$ cat src/rtl/ravan_pkg.sv
// Shared types and round arithmetic for the RAVAN iterative crypt engine.
// Round functions take an explicit width so one definition serves any DATA_W below MAX_W.
package ravan_pkg;

    localparam int MAX_W = 1024;

    typedef logic [MAX_W-1:0] word_t;

    typedef enum logic [1:0] {
        IDLE,
        RUN,
        DONE
    } state_t;

    function automatic word_t width_mask(input int w);
        return (word_t'(1) << w) - word_t'(1);
    endfunction

    function automatic word_t rotl(input word_t x, input int r, input int w);
        return ((x << r) | (x >> (w - r))) & width_mask(w);
    endfunction

    function automatic word_t rotr(input word_t x, input int r, input int w);
        return ((x >> r) | (x << (w - r))) & width_mask(w);
    endfunction

    function automatic word_t enc_round(input word_t s, input word_t k, input int r, input int w);
        return rotl(((s ^ k) + k) & width_mask(w), r, w);
    endfunction

    // Exact inverse of enc_round for the same subkey.
    function automatic word_t dec_round(input word_t s, input word_t k, input int r, input int w);
        return ((rotr(s, r, w) - k) ^ k) & width_mask(w);
    endfunction

endpackage

$ cat src/rtl/ravan_sync_fifo.sv
// Synchronous FIFO with valid/ready on both sides, first-word fall-through read and an occupancy count.
// DEPTH must be a power of two so the pointers wrap naturally.
module ravan_sync_fifo #(
    parameter int WIDTH = 8,
    parameter int DEPTH = 4
) (
    input  logic                     clk,
    input  logic                     rst_n,
    input  logic                     i_wvalid,
    output logic                     o_wready,
    input  logic [WIDTH-1:0]         i_wdata,
    output logic                     o_rvalid,
    input  logic                     i_rready,
    output logic [WIDTH-1:0]         o_rdata,
    output logic [$clog2(DEPTH):0]   o_count
);

    localparam int AW = $clog2(DEPTH);

    logic [WIDTH-1:0] r_mem [DEPTH];
    logic [AW-1:0]    r_wptr;
    logic [AW-1:0]    r_rptr;
    logic [AW:0]      r_count;
    logic             w_push;
    logic             w_pop;

    assign o_wready = (r_count != (AW+1)'(DEPTH));
    assign o_rvalid = (r_count != '0);
    assign o_rdata  = r_mem[r_rptr];
    assign o_count  = r_count;
    assign w_push   = i_wvalid && o_wready;
    assign w_pop    = o_rvalid && i_rready;

    // NOTE: the storage array has no reset; only pointers and count do, which lets it map to RAM.
    always_ff @(posedge clk) begin
        if (w_push) begin
            r_mem[r_wptr] <= i_wdata;
        end
    end

    // NOTE: sequential state always uses non-blocking assignments so every flop samples pre-edge values.
    always_ff @(posedge clk or negedge rst_n) begin
        if (!rst_n) begin
            r_wptr  <= '0;
            r_rptr  <= '0;
            r_count <= '0;
        end else begin
            if (w_push) r_wptr <= r_wptr + AW'(1);
            if (w_pop)  r_rptr <= r_rptr + AW'(1);
            case ({w_push, w_pop})
                2'b10:   r_count <= r_count + (AW+1)'(1);
                2'b01:   r_count <= r_count - (AW+1)'(1);
                default: r_count <= r_count;
            endcase
        end
    end

endmodule

$ cat src/rtl/ravan_iter_crypt_engine.sv
// Iterative RAVAN encrypt/decrypt engine: one round per clock, results buffered in an output FIFO.
// Optional block counter enabled by defining RAVAN_STATS_EN.
module ravan_iter_crypt_engine
    import ravan_pkg::*;
#(
    parameter int DATA_W     = 64,
    parameter int KEY_W      = 512,
    parameter int ROUNDS     = 8,
    parameter int ROT        = 13,
    parameter int TAG_W      = 4,
    parameter int FIFO_DEPTH = 4
) (
    input  logic              clk,
    input  logic              rst_n,
    input  logic              key_valid,
    output logic              key_ready,
    input  logic [KEY_W-1:0]  key,
    input  logic              in_valid,
    output logic              in_ready,
    input  logic              in_enc,
    input  logic [DATA_W-1:0] in_data,
    input  logic [TAG_W-1:0]  in_tag,
    output logic              out_valid,
    input  logic              out_ready,
    output logic [DATA_W-1:0] out_data,
    output logic [TAG_W-1:0]  out_tag,
    output logic              out_err
`ifdef RAVAN_STATS_EN
   ,output logic [31:0]       blk_count
`endif
);

    localparam int NW    = KEY_W / DATA_W;
    localparam int CNT_W = $clog2(FIFO_DEPTH) + 1;

    typedef struct packed {
        logic [DATA_W-1:0] data;
        logic [TAG_W-1:0]  tag;
        logic              err;
    } entry_t;

    localparam int ENTRY_W = $bits(entry_t);

    // Reset asserts immediately but releases only after two clean edges.
    logic [1:0] r_rst_sync;
    logic       w_rst_n;

    always_ff @(posedge clk or negedge rst_n) begin
        if (!rst_n) r_rst_sync <= 2'b00;
        else        r_rst_sync <= {r_rst_sync[0], 1'b1};
    end

    assign w_rst_n = r_rst_sync[1];

    state_t            r_state;
    state_t            w_state_nxt;
    logic [KEY_W-1:0]  r_key;
    logic              r_key_loaded;
    logic [DATA_W-1:0] r_data;
    logic [TAG_W-1:0]  r_tag;
    logic              r_enc;
    logic              r_err;
    logic [7:0]        r_round;

    logic              w_key_fire;
    logic              w_in_fire;
    logic              w_push;
    logic              w_fifo_wready;
    logic              w_fifo_rvalid;
    logic [CNT_W-1:0]  w_fifo_count;
    entry_t            w_push_entry;
    entry_t            w_head;
    int                w_round_idx;
    logic [DATA_W-1:0] w_subkey;
    logic [DATA_W-1:0] w_round_out;

    // Key has priority over a block request; a block is only taken when its FIFO slot is free.
    assign key_ready  = (r_state == IDLE);
    assign in_ready   = (r_state == IDLE) && (w_fifo_count < CNT_W'(FIFO_DEPTH)) && !key_valid;
    assign w_key_fire = key_valid && key_ready;
    assign w_in_fire  = in_valid && in_ready;
    assign w_push     = (r_state == DONE) && w_fifo_wready;

    // Decrypt walks the subkey schedule backwards.
    always_comb begin
        w_round_idx = r_enc ? int'(r_round) : (ROUNDS - 1 - int'(r_round));
        w_subkey    = r_key[(w_round_idx % NW) * DATA_W +: DATA_W];
        w_round_out = r_enc ? DATA_W'(enc_round(word_t'(r_data), word_t'(w_subkey), ROT, DATA_W))
                            : DATA_W'(dec_round(word_t'(r_data), word_t'(w_subkey), ROT, DATA_W));
    end

    always_ff @(posedge clk or negedge w_rst_n) begin
        if (!w_rst_n) r_state <= IDLE;
        else          r_state <= w_state_nxt;
    end

    // NOTE: every always_comb output gets a default first so no path leaves it unassigned (no latch).
    always_comb begin
        w_state_nxt = r_state;
        case (r_state)
            IDLE:    if (w_in_fire) w_state_nxt = r_key_loaded ? RUN : DONE;
            RUN:     if (r_round == 8'(ROUNDS - 1)) w_state_nxt = DONE;
            DONE:    w_state_nxt = IDLE;
            default: w_state_nxt = IDLE;
        endcase
    end

    always_ff @(posedge clk or negedge w_rst_n) begin
        if (!w_rst_n) begin
            r_key        <= '0;
            r_key_loaded <= 1'b0;
            r_data       <= '0;
            r_tag        <= '0;
            r_enc        <= 1'b0;
            r_err        <= 1'b0;
            r_round      <= '0;
        end else begin
            if (w_key_fire) begin
                r_key        <= key;
                r_key_loaded <= 1'b1;
            end
            if (w_in_fire) begin
                r_data  <= r_key_loaded ? in_data : '0;
                r_tag   <= in_tag;
                r_enc   <= in_enc;
                r_err   <= !r_key_loaded;
                r_round <= '0;
            end else if (r_state == RUN) begin
                r_data  <= w_round_out;
                r_round <= r_round + 8'd1;
            end
        end
    end

    assign w_push_entry = '{data: r_data, tag: r_tag, err: r_err};

    ravan_sync_fifo #(
        .WIDTH (ENTRY_W),
        .DEPTH (FIFO_DEPTH)
    ) u_out_fifo (
        .clk      (clk),
        .rst_n    (w_rst_n),
        .i_wvalid (r_state == DONE),
        .o_wready (w_fifo_wready),
        .i_wdata  (w_push_entry),
        .o_rvalid (w_fifo_rvalid),
        .i_rready (out_ready),
        .o_rdata  (w_head),
        .o_count  (w_fifo_count)
    );

    // Head fields are masked while empty so outputs read zero out of reset.
    assign out_valid = w_fifo_rvalid;
    assign out_data  = w_fifo_rvalid ? w_head.data : '0;
    assign out_tag   = w_fifo_rvalid ? w_head.tag  : '0;
    assign out_err   = w_fifo_rvalid ? w_head.err  : 1'b0;

`ifdef RAVAN_STATS_EN
    logic [31:0] r_blk_count;

    always_ff @(posedge clk or negedge w_rst_n) begin
        if (!w_rst_n) begin
            r_blk_count <= '0;
        end else if (w_push && !r_err && (r_blk_count != 32'hFFFF_FFFF)) begin
            r_blk_count <= r_blk_count + 32'd1;
        end
    end

    assign blk_count = r_blk_count;
`endif

endmodule

$ cat config.mk
export PLATFORM = sky130hd
export DESIGN_NAME = ravan_iter_crypt_engine
export DESIGN_NICKNAME = d
export VERILOG_FILES = /design/src/rtl/ravan_pkg.sv /design/src/rtl/ravan_sync_fifo.sv /design/src/rtl/ravan_iter_crypt_engine.sv
export SDC_FILE = /design/constraint.sdc
export NUM_CORES = 2
export LEC_CHECK = 0
export CAP_MARGIN = 20
export CORE_AREA = 2 2 323 325
export CTS_BUF_LIST = sky130_fd_sc_hd__clkbuf_16
export CTS_CLUSTER_DIAMETER = 60
export CTS_CLUSTER_SIZE = 20
export DETAILED_ROUTE_END_ITERATION = 10
export DIE_AREA = 0 0 325 327
export PLACE_DENSITY_LB_ADDON = 0.1
export SYNTH_ARGS = -nofsm -noshare
export SYNTH_HDL_FRONTEND = slang
export SYNTH_HIERARCHICAL = 1
export SYNTH_SLANG_ARGS = --single-unit
$ cat constraint.sdc
create_clock -name clk -period 23.4 [get_ports clk]
set_input_delay 4.68 -clock clk [delete_from_list [all_inputs] [get_ports clk]]
set_output_delay 4.68 -clock clk [all_outputs]
set_load 0.02 [all_outputs]
**After elaboration in Yosys (flattened, before gate mapping)**

Memories as Yosys holds them, arrays and structs flattened.
Index checks and enable logic that the tools add are counted.

- Bits in registers: 602
- Bits in writable memories: 276
- Output and inout bits: 72
- Logic and storage cells: 67
- Memories kept: 1

Memory list:

| memory | words | width | rd ports | clocked after memory_dff | wr ports | line | source |
|---|---|---|---|---|---|---|---|
| u_out_fifo.r_mem | 4 | 69 | 1 | 0 | 1 | ravan_sync_fifo.sv:20 | `logic [WIDTH-1:0] r_mem [DEPTH];` |

- $add $sub $neg: 8
- Magnitude comparators: 1
- Equal/unequal tests: 8
- Shift-type cells: 1
- Muxes and demuxes: 17
- Bitwise logic cells: 5
- Reduce and logical (&&, ||, !) cells: 14

Operator list:

| kind | count |
|---|---|
| indexed part select 512 x 10 -> 64 bit | 1 |
| 2-to-1 mux 64 bit | 5 |
| XOR 64 bit | 2 |
| adder 64 bit | 1 |
| bitwise OR 51 x 64 -> 64 bit | 1 |
| bitwise OR 64 x 13 -> 64 bit | 1 |
| subtractor 64 bit | 1 |
| 2-to-1 mux 32 bit | 1 |
| 2-to-1 mux 8 bit | 2 |
| subtractor 3 x 8 -> 9 bit (first input constant) | 1 |
| adder 8 x 1 -> 8 bit (second input constant) | 1 |
| == test 8 x 3 -> 1 bit (second input constant) | 1 |
| logical AND 1 bit | 6 |
| 2-to-1 mux 2 bit | 3 |
| case mux 3 bit (2 select lines) | 1 |
| adder 2 x 1 -> 2 bit (second input constant) | 2 |
| == test 2 x 1 -> 1 bit (second input constant) | 2 |
| == test 2 bit (second input constant) | 2 |
| 2-to-1 mux 4 bit | 1 |
| case mux 2 bit (2 select lines) | 1 |
| nonzero test 2 bit | 2 |
| adder 3 x 1 -> 3 bit (second input constant) | 1 |
| less-than comparator 3 bit (second input constant) | 1 |
| 2-to-1 mux 1 bit | 3 |
| other kinds (10) | 11 |

**Logic depth before layout (Yosys ltp)**

- Depth in word-level cells: 11
- Gate-level depth with buffers: 29
- Mapped depth without buffers: 23

**Hierarchy**

The synthesis kept the hierarchy.

Modules (own cells, without submodules):

| module | times used | cells an instance | area an instance (um^2) | seq. area each (um^2) |
|---|---|---|---|---|
| ravan_iter_crypt_engine | 1 | 3915 | 40717.8 | 14689.1 |
| ravan_sync_fifo | 1 | 398 | 10362.4 | 8463.1 |

**Worst setup path before layout**

No wires, ideal clock.

- Path type: input to output
- Start point: input key_valid
- End point: output in_ready
- Data arrival time: 5.548 ns
- Data required time: 18.720 ns
- Setup slack: 13.172 ns
- Stages: 1
- Path through: nor4_1

- Word-level cells in the longest chain between the ends: 2

RTL lines:

| what | line | source |
|---|---|---|
| from (decl) | ravan_iter_crypt_engine.sv:15 | `input logic key_valid,` |
| logical NOT 1 bit | ravan_iter_crypt_engine.sv:79 | `assign in_ready = (r_state == IDLE) && (w_fifo_count < CNT_W'(FIFO_DEPTH)) && !key_valid;` |
| logical AND 1 bit | ravan_iter_crypt_engine.sv:79 |  |
| to (decl) | ravan_iter_crypt_engine.sv:19 | `output logic in_ready,` |

No other way between the ends.

**Worst setup path in the final report**

Ends and elaborated chain as after synthesis.

==> metrics.txt <==
deepest clock path buffer count=3; CP max stage delay=around 0.86 ns; flops & latches, synth=870; via count=~40000; DIE AREA=approximately 110000 um^2; Chip Width=325 um; outcome=complete, no violations; fillers=approximately 8600; Clock Latency Late Sink=0.70 ns; post-layout min period=about 11 ns; prevailing post-synth register cell=dfrtp_1; period utilisation layout=48.90%; DP HPWL=around 130000 um; Antenna Nets Post-Route=0; critical path required time=between 15 and 20 ns; Initial Util=about half; share of layout cells above drive strength 1=between 20 and 25%; worst hold path class=reg -> reg; Worst path most repeated cell=clkdlybuf4s50_1; post-route setup slack=~12 ns; crit end category=output port; # IOs=658; clk root buf=clkbuf_16; count of cell types in the netlist=114; CTS tree=yes; DR WL/cell=approximately 29 um; # nets final=5548; GR Overflow Total=0; Crit path buffers/inverters=2; worst-margin pin slew=between 1 and 1.5 ns; chip height=about 330 um; hold path cells=0; Crit Path Class=in -> out; critical-path cell list=clkdlybuf4s50_1 -> nor4_1 -> clkdlybuf4s50_1; routed vias/inst=between 6 and 7; Syn Inst Count=around 4300; Final Max Tran Viols=0; WP depth=3; total core area=a little over 100000 um^2; drt drc=0; Post-Syn Area=51080 um^2; 1st-pass router iterations=6; post-synthesis sequential area ratio=between 40 and 50%; first-pass GRT wire length=261400 um; Syn Nets=approximately 5000; commonest non-fill, non-tap cells in the layout=clkdlybuf4s50_1 (649), dfrtp_1 (587), mux2_2 (514); final hold viol count=0; Worst Skew=roughly 0.047 ns; Reg2Reg Setup Slack=around 14 ns; Synth Area per Inst=~12 um^2; initial DRC count=roughly 3500; Setup WS pre-CTS=11.86 ns; crit path max fanout=4; vias in the first global route=approximately 38000; Synth Warn #=6; crit path max-delay cell type=nor4_1; area growth from synthesis to layout=20.33%; Post-synth EDFFs=between 200 and 300; Worst Reg2Reg Path Length in Cells=23; PortBufs=649; postcts setup bufs=0; commonest non-fill, non-tap cell in the layout=clkdlybuf4s50_1; Final Setup Violations=0; GPL Wtd Cong=approximately 1; CP arrival=~6.8 ns; clock sink count=a little under 900; number of core rows=approximately 120; gr usage total=33.38%; hold_buf cts=0; cts repair resizes=0; slew margin rel.=16.00%; clock-pin slew on the worst setup and hold paths=0.07 ns; unrepaired setup endpoints after global routing=false; initial antenna violation count=61; ys async rst share=68.28%; H-tree levels=3; CTS buffer count=between 80 and 90; Max Cap Viol=0; Routed WL=between 150000 and 200000 um; largest net degree at the start of global routing=204; setup_tns=0 ns; CP top delay family=buffers and inverters; startpoint types=input port; Max Clk Rate=87.40 MHz
layout make-up:
type	instances	area [um^2]	area share (%)
Multi-Input combinational cell	2999	25940	42.20
Sequential cell	870	23170	37.70
Tap cell	1380	1727	2.809
Timing Repair Buffer	727	7132	11.60
Clock inverter	69	787.0	1.280
Antenna cell	33	82.58	0.1344
Clock buffer	82	2052	3.339
Inverter	152	570.5	0.9283
cells in the mapped netlist, drive strengths merged, types with 70 or more instances:
master / n / area [um^2]
dfrtp: 594 / 14860
mux2: 516 / 5814
mux2i: 295 / 2953
edfxtp: 276 / 8288
a21oi: 267 / 1370
o21ai: 248 / 1260
nand2: 204 / 765.7
xnor2: 193 / 1698
clkbuf: 187 / 701.9
mux4: 153 / 3446
inv: 152 / 570.5
nor2: 146 / 550.5
ha: 129 / 1614
buf: 105 / 805.8
and2: 88 / 555.5
o22ai: 77 / 488.0
nor3: 70 / 524.3
final timing paths:
check / to / startpoint
worst max-delay path: in_ready / key_valid
worst min-delay path: r_rst_sync[1] / r_rst_sync[0]
worst max register to register: r_data[56] / r_round[0]
worst min register to register: r_rst_sync[1] / r_rst_sync[0]
max in group asynchronous: r_rst_sync[1] / rst_n
min in group asynchronous: r_key[507] / r_rst_sync[1]
per-layer routing:
| metal | up-vias | part of all wire, % | GRT usage [%] |
|---|---|---|---|
| li1 | 17180 | - | - |
| met1 | 19840 | 42 | 45.03 |
| met2 | 1499 | 47 | 53.77 |
| met3 | 295 | 7.6 | 6.479 |
| met4 | 56 | 3.5 | 12.28 |
| met5 | - | 0.20 | 0 |
per-stage QoR:
stage	util, %	hold WS, ns	cells	cell area, um^2
2_1_floorplan	-	0.3312	4313	51080
3_3_place_gp	56.87	0.3426	6127	58520
3_5_place_dp	56.87	0.3403	6127	58520
4_1_cts	59.63	0.3679	6278	61360
5_1_grt	59.71	0.3749	6305	61450
6_report	59.73	0.3668	6312	61460
registers in the layout, summed over array words and instances (netlist names):
signal              cells
r_rst_sync              2
u_out_fifo/r_mem      276
r_data                 64
r_key_loaded            1
u_out_fifo/r_rptr       2
r_state                 2
r_err                   1
r_enc                   1
r_tag                   4
r_key                 504
u_out_fifo/r_wptr       2
r_round                 8
u_out_fifo/o_count      3
kinds of logic (layout without fill, tap and decap cells):
kind of cell	count (synthesis)	after routing	synth area share (%)
xor+xnor	253	253	4.353
buf+inv	444	1030	4.069
compound gates	937	937	11.88
mux	964	964	23.91
other cells	1	34	0.007341
fa+ha+maj	131	131	3.238
flops	870	870	45.33
simple gates	713	713	7.224
Power is left out: the tool's default activity adds up to more than one toggle a clock period on the data nets, which glitch-free logic cannot reach.
